`src/rtl/status_led_ctrl.sv`:
```
// Status LED driver: LED0 shows controller state, LED1 shows stretched error/success flashes, all PWM-dimmed.
// Define STATUS_LED_ERR_STICKY_EN to hold the red error flash until i_clear instead of timing out.
module status_led_ctrl #(
    parameter int PWM_BITS          = 8,
    parameter int BLINK_HALF_CYCLES = 25000000,
    parameter int STRETCH_CYCLES    = 12500000,
    parameter int ERR_CNT_W         = 8
) (
    input  logic                 i_clock,
    input  logic                 i_reset,
    input  logic                 i_init_done,
    input  logic                 i_idle,
    input  logic                 i_wait_cmd,
    input  logic                 i_error,
    input  logic                 i_succes,
    input  logic [PWM_BITS-1:0]  i_brightness,
    input  logic                 i_clear,
    output logic                 o_led0_r,
    output logic                 o_led0_g,
    output logic                 o_led0_b,
    output logic                 o_led1_r,
    output logic                 o_led1_g,
    output logic                 o_led1_b,
    output logic [ERR_CNT_W-1:0] o_err_count
);

    // state   | meaning
    // BOOT    | init not done, LED0 blue blinking
    // WAIT    | waiting for command, LED0 cyan
    // IDLE    | controller idle, LED0 green
    // BUSY    | working, LED0 yellow
    // OFF     | LED1 dark
    // ERR     | LED1 red, stretched error flash
    // OK      | LED1 green, stretched success flash

    localparam int BLINK_W   = (BLINK_HALF_CYCLES > 1) ? $clog2(BLINK_HALF_CYCLES) : 1;
    localparam int STRETCH_W = $clog2(STRETCH_CYCLES + 1);
    localparam logic [BLINK_W-1:0]   BLINK_LAST   = BLINK_W'(BLINK_HALF_CYCLES - 1);
    localparam logic [STRETCH_W-1:0] STRETCH_LOAD = STRETCH_W'(STRETCH_CYCLES);
    localparam logic [STRETCH_W-1:0] STRETCH_ONE  = STRETCH_W'(1);

    typedef enum logic [1:0] {
        S0_BOOT,
        S0_WAIT,
        S0_IDLE,
        S0_BUSY
    } led0_state_t;

    typedef enum logic [1:0] {
        S1_OFF,
        S1_ERR,
        S1_OK
    } led1_state_t;

    led0_state_t            led0_state;
    led0_state_t            led0_next;
    led1_state_t            led1_state;
    led1_state_t            led1_next;
    logic [PWM_BITS-1:0]    pwm_cnt;
    logic [BLINK_W-1:0]     blink_cnt;
    logic [BLINK_W-1:0]     blink_cnt_next;
    logic                   blink_on;
    logic                   blink_on_next;
    logic [STRETCH_W-1:0]   stretch_cnt;
    logic [STRETCH_W-1:0]   stretch_next;
    logic                   error_prev;
    logic                   succes_prev;
    logic                   error_edge;
    logic                   succes_edge;
    logic                   pwm_en;
    logic [2:0]             colour0;
    logic [2:0]             colour1;
    logic [ERR_CNT_W-1:0]   err_cnt;
    logic [ERR_CNT_W-1:0]   err_cnt_next;

    assign error_edge  = i_error & ~error_prev;
    assign succes_edge = i_succes & ~succes_prev;
    assign pwm_en      = (pwm_cnt < i_brightness);
    assign o_err_count = err_cnt;

    // Blink counter idles at (0, on) outside BOOT, so entering BOOT always starts a fresh ON half-period.
    always_comb begin
        led0_next      = S0_BUSY;
        blink_cnt_next = '0;
        blink_on_next  = 1'b1;
        colour0        = 3'b000;
        if (!i_init_done) begin
            led0_next = S0_BOOT;
        end else if (i_wait_cmd) begin
            led0_next = S0_WAIT;
        end else if (i_idle) begin
            led0_next = S0_IDLE;
        end
        if (led0_next == S0_BOOT) begin
            if (blink_cnt == BLINK_LAST) begin
                blink_cnt_next = '0;
                blink_on_next  = ~blink_on;
            end else begin
                blink_cnt_next = blink_cnt + BLINK_W'(1);
                blink_on_next  = blink_on;
            end
        end
        case (led0_next)
            S0_BOOT: colour0 = {2'b00, blink_on};
            S0_WAIT: colour0 = 3'b011;
            S0_IDLE: colour0 = 3'b010;
            default: colour0 = 3'b110;
        endcase
    end

    always_comb begin
        led1_next    = led1_state;
        stretch_next = stretch_cnt;
        colour1      = 3'b000;
        if (error_edge) begin
            led1_next    = S1_ERR;
            stretch_next = STRETCH_LOAD;
        end else begin
            case (led1_state)
                S1_ERR: begin
`ifdef STATUS_LED_ERR_STICKY_EN
                    if (i_clear) begin
                        led1_next    = S1_OFF;
                        stretch_next = '0;
                    end
`else
                    if (stretch_cnt <= STRETCH_ONE) begin
                        led1_next    = S1_OFF;
                        stretch_next = '0;
                    end else begin
                        stretch_next = stretch_cnt - STRETCH_ONE;
                    end
`endif
                end
                S1_OK: begin
                    if (succes_edge) begin
                        stretch_next = STRETCH_LOAD;
                    end else if (stretch_cnt <= STRETCH_ONE) begin
                        led1_next    = S1_OFF;
                        stretch_next = '0;
                    end else begin
                        stretch_next = stretch_cnt - STRETCH_ONE;
                    end
                end
                default: begin
                    if (succes_edge) begin
                        led1_next    = S1_OK;
                        stretch_next = STRETCH_LOAD;
                    end
                end
            endcase
        end
        case (led1_next)
            S1_ERR:  colour1 = 3'b100;
            S1_OK:   colour1 = 3'b010;
            default: colour1 = 3'b000;
        endcase
    end

    // Clear has priority over a same-cycle error edge.
    always_comb begin
        err_cnt_next = err_cnt;
        if (i_clear) begin
            err_cnt_next = '0;
        end else if (error_edge && (err_cnt != {ERR_CNT_W{1'b1}})) begin
            err_cnt_next = err_cnt + ERR_CNT_W'(1);
        end
    end

    always_ff @(posedge i_clock) begin
        if (i_reset) begin
            led0_state  <= S0_BOOT;
            led1_state  <= S1_OFF;
            pwm_cnt     <= '0;
            blink_cnt   <= '0;
            blink_on    <= 1'b1;
            stretch_cnt <= '0;
            error_prev  <= 1'b0;
            succes_prev <= 1'b0;
            err_cnt     <= '0;
            {o_led0_r, o_led0_g, o_led0_b} <= 3'b000;
            {o_led1_r, o_led1_g, o_led1_b} <= 3'b000;
        end else begin
            led0_state  <= led0_next;
            led1_state  <= led1_next;
            pwm_cnt     <= pwm_cnt + PWM_BITS'(1);
            blink_cnt   <= blink_cnt_next;
            blink_on    <= blink_on_next;
            stretch_cnt <= stretch_next;
            error_prev  <= i_error;
            succes_prev <= i_succes;
            err_cnt     <= err_cnt_next;
            {o_led0_r, o_led0_g, o_led0_b} <= colour0 & {3{pwm_en}};
            {o_led1_r, o_led1_g, o_led1_b} <= colour1 & {3{pwm_en}};
        end
    end

endmodule

```
`config.mk`:
```
export PLATFORM = sky130hd
export DESIGN_NAME = status_led_ctrl
export DESIGN_NICKNAME = d
export VERILOG_FILES = /design/src/rtl/status_led_ctrl.sv
export SDC_FILE = /design/constraint.sdc
export NUM_CORES = 1
export LEC_CHECK = 0
export ABC_AREA = 1
export CAP_MARGIN = 0
export CORE_ASPECT_RATIO = 0.9
export CORE_MARGIN = 5
export CORE_UTILIZATION = 53
export CTS_CLUSTER_DIAMETER = 50
export DETAILED_ROUTE_END_ITERATION = 10
export PLACE_DENSITY_LB_ADDON = 0.25
export RECOVER_POWER = 50
export SKIP_LAST_GASP = 1
export SLEW_MARGIN = 20
export SYNTH_ARGS = -nofsm -noshare
export SYNTH_HDL_FRONTEND = slang
export SYNTH_SLANG_ARGS = --single-unit
export TNS_END_PERCENT = 50
```
`constraint.sdc`:
```
create_clock -name i_clock -period 1.75 [get_ports i_clock]
set_input_delay 0.35 -clock i_clock [delete_from_list [all_inputs] [get_ports i_clock]]
set_output_delay 0.35 -clock i_clock [all_outputs]
set_load 0.01 [all_outputs]
```
==> impl_metrics.yaml <==
floorplanning:
  die_w_um: 101.1
  io-pin-count: 30
  start_util_pct: 55.35
  coreArea_mm2: 0.007148
  rows: 29
  die-area_mm2: 0.009295
  die_h_um: 91.97
clock_tree:
  clockRootBuffer: "clkbuf_8"
  cts.sinks: 75
  clock_tree.buffer_depth: 2
  cts_max_level: 3
  cts_tree: "yes"
  clk_pin_slew_ns: 0.08
  post-cts-setup-buffer-count: 0
  cts_buffers: 9
  clk_latency_ns: 0.34
cells_and_area:
  final_cells: 713
  final_common_cell: "nand2_1"
  final_cell_mix: "89 x nand2_1, 83 x inv_1, 80 x nor2_1"
  final-seq-area_mm2: 0.001501
  n_antenna_cell: 0
  fin_nets: 645
  final_layout_size_suffix_gt1_share_pct: 12.42
  fin_util_pct: 66.62
  syn2layout_area_growth_pct: 20.37
  multi_input_area_mm2: 0.002126
  fillerInstances: 631
global_route:
  globalRouteOverflowTotal: 0
  grt_use_total_pct: 19.62
  antenna_found_initial: 0
  grt_pass1_vias: 3410
  grt_pass1_wl_mm: 14.95
  grt_max_degree: 26
yosys:
  avgSynthCellArea_um2: 7.116
  synthesis.instances: 556
  synth_top_area_cell: "dfxtp_1"
  ys_warn_count: 0
  synth.yosys.seq_area_share_pct: 37.95
  synth_top_area_share_pct: 37.95
  ys.flop_type: "dfxtp_1"
  synthArstFlopShare_pct: 0
  yosysUniqueCellTypes: 41
  synth_nets: 586
  yosys-top-cells-area: "dfxtp_1 38%, nand2_1 8.6%, inv_1 8.1%"
  synth.ff_latch_count: 75
  synth_edf_count: 0
  synthesis.area_mm2: 0.003956
job:
  max_cap_violations: 0
power_and_ir_drop:
  clockPowerShare_pct: 35.8
  p_leak_nw: 2.105
  p_per_area_mw_per_mm2: 838.9
  pwr-share-seq_pct: 46.0
  power_switching_w: 0.001125
  power_switching_share_pct: 28.17
  ir_worst_vdd_mv: 0.7206
  combPwrFrac_pct: 18.2
  intPower_w: 0.002870
route:
  wl_mm: 8.619
  routedWlPerCell_um: 12.09
  ant_nets: 0
  drtPass1Iterations: 5
  num_vias: 3658
  drc: 0
  initialDrtViolationCount: 176
  viasPerCell: 5.130
timing:
  hold_violations: 0
  fin_crit_ns: 1.692
  setup_viol: 0
  slew_viol_final: 0
  rsz0062_at_grt: "true"
  timing.final.crit_share_pct: 96.68
  finClkSkew_ns: 0.006755
  worst_slack_ns: 0.05813
  fmax_ghz: 0.5911
place:
  place_ws_ns: -0.2152
  numPortBuffers: 28
  gp_congestion: 0.8604
  dpl.hpwl_mm: 6.422
  dp_cells: 697
setup_path:
  end_kind: "primary output"
  path_cells: "buf_4 > clkdlybuf4s50_1"
  slowest_stage: "clkdlybuf4s50_1"
  critPathMaxFanout: 4
  cp_data_required_time_ns: 1.40
  cp_slowest_stage_delay_ns: 0.53
  path_class: "flop to primary output"
  cp.arrival_ns: 1.34
  critPathLaunchType: "flop"
outcome:
  status: "finished clean"
worst_hold_path:
  min_path_type: "flop to flop"
cell families after synthesis:
group	after synthesis	synth area share, %
AOI/OAI and AO/OA	79	11.04
xor gates and xnor gates	27	5.977
other	1	0.09479
and+or+nand+nor	265	31.25
buffers and inverters	95	9.266
adders and majority gates	14	4.428
DFF	75	37.95
cells in the mapped netlist, types with 2 or more instances:
cell,instances
a21oi_1,38
a21oi_2,2
a31oi_1,2
buf_2,2
buf_4,2
clkbuf_1,2
dfxtp_1,75
ha_1,14
inv_1,85
inv_2,3
nand2_1,91
nand2_2,4
nand3_1,35
nand3_2,2
nand4_1,13
nor2_1,85
nor2_2,4
nor3_1,12
nor4_1,3
nor4_4,2
o211a_1,3
o21ai_0,29
or2_2,5
xnor2_1,9
xor2_1,18
area by class of cell:
type	count	area share [%]
inverter	89	7.015
timing repair buffer	54	9.984
clock inverter	5	1.629
multi-input combinational	386	44.64
tap	93	2.444
sequential	75	31.53
clock buffer	11	2.759
layer usage:
metal  track usage (%)  wire length, um
met2             30.50             3868
met3             6.146              521
met4             5.537               63
met5                 0                0
met1             26.19             4166
timing repair:
action | 4_1_cts | 5_1_grt
endpoints found under the setup margin | 0 | 34
resized for setup | 0 | 14
hold buffers | 0 | 0
sequential cells by signal, summed over array words and instances, names as in the netlist:
register	cells
blink_cnt	25
blink_on	1
error_prev	1
led1_state	2
o_err_count	8
o_led0_b	1
o_led0_g	1
o_led0_r	1
o_led1_g	1
o_led1_r	1
pwm_cnt	8
stretch_cnt	24
succes_prev	1
critical path, delay by kind of cell, from the launching register on:
kind     cells  cell delay [ns]
buf+inv      2             0.66
flops        1             0.34
through the flow:
step	cell area (um2)	hold slack [ns]	total power [W]	setup TNS [ns]
2_1_floorplan	3956	0.4176	0.002336	0
3_3_place_gp	4528	0.4306	0.002554	-1.572
3_5_place_dp	4528	0.4400	0.002573	-2.872
4_1_cts	4737	0.4532	0.004013	0
5_1_grt	4762	0.4812	0.004240	-0.2361
6_report	4762	0.4512	0.003995	0
power by group through the flow:
stage | logic, W | registers, W | clock network (W)
2_1_floorplan | 0.000470 | 0.00187 | 0
3_3_place_gp | 0.000679 | 0.00187 | 0
3_5_place_dp | 0.000697 | 0.00188 | 0
4_1_cts | 0.000703 | 0.00184 | 0.00147
5_1_grt | 0.000820 | 0.00185 | 0.00157
6_report | 0.000729 | 0.00184 | 0.00143
path summary, 6_finish.rpt:
path               endpoint            from  slack [ns]  cells after the start
max          o_err_count[0]  o_err_count[0]        0.06                      2
min            blink_cnt[0]    blink_cnt[0]        0.45                      1
max reg2reg  o_err_count[0]  o_err_count[1]        0.12                      7
min reg2reg    blink_cnt[0]    blink_cnt[0]        0.45                      1
Note: power is estimated with default switching activity, not from simulation.
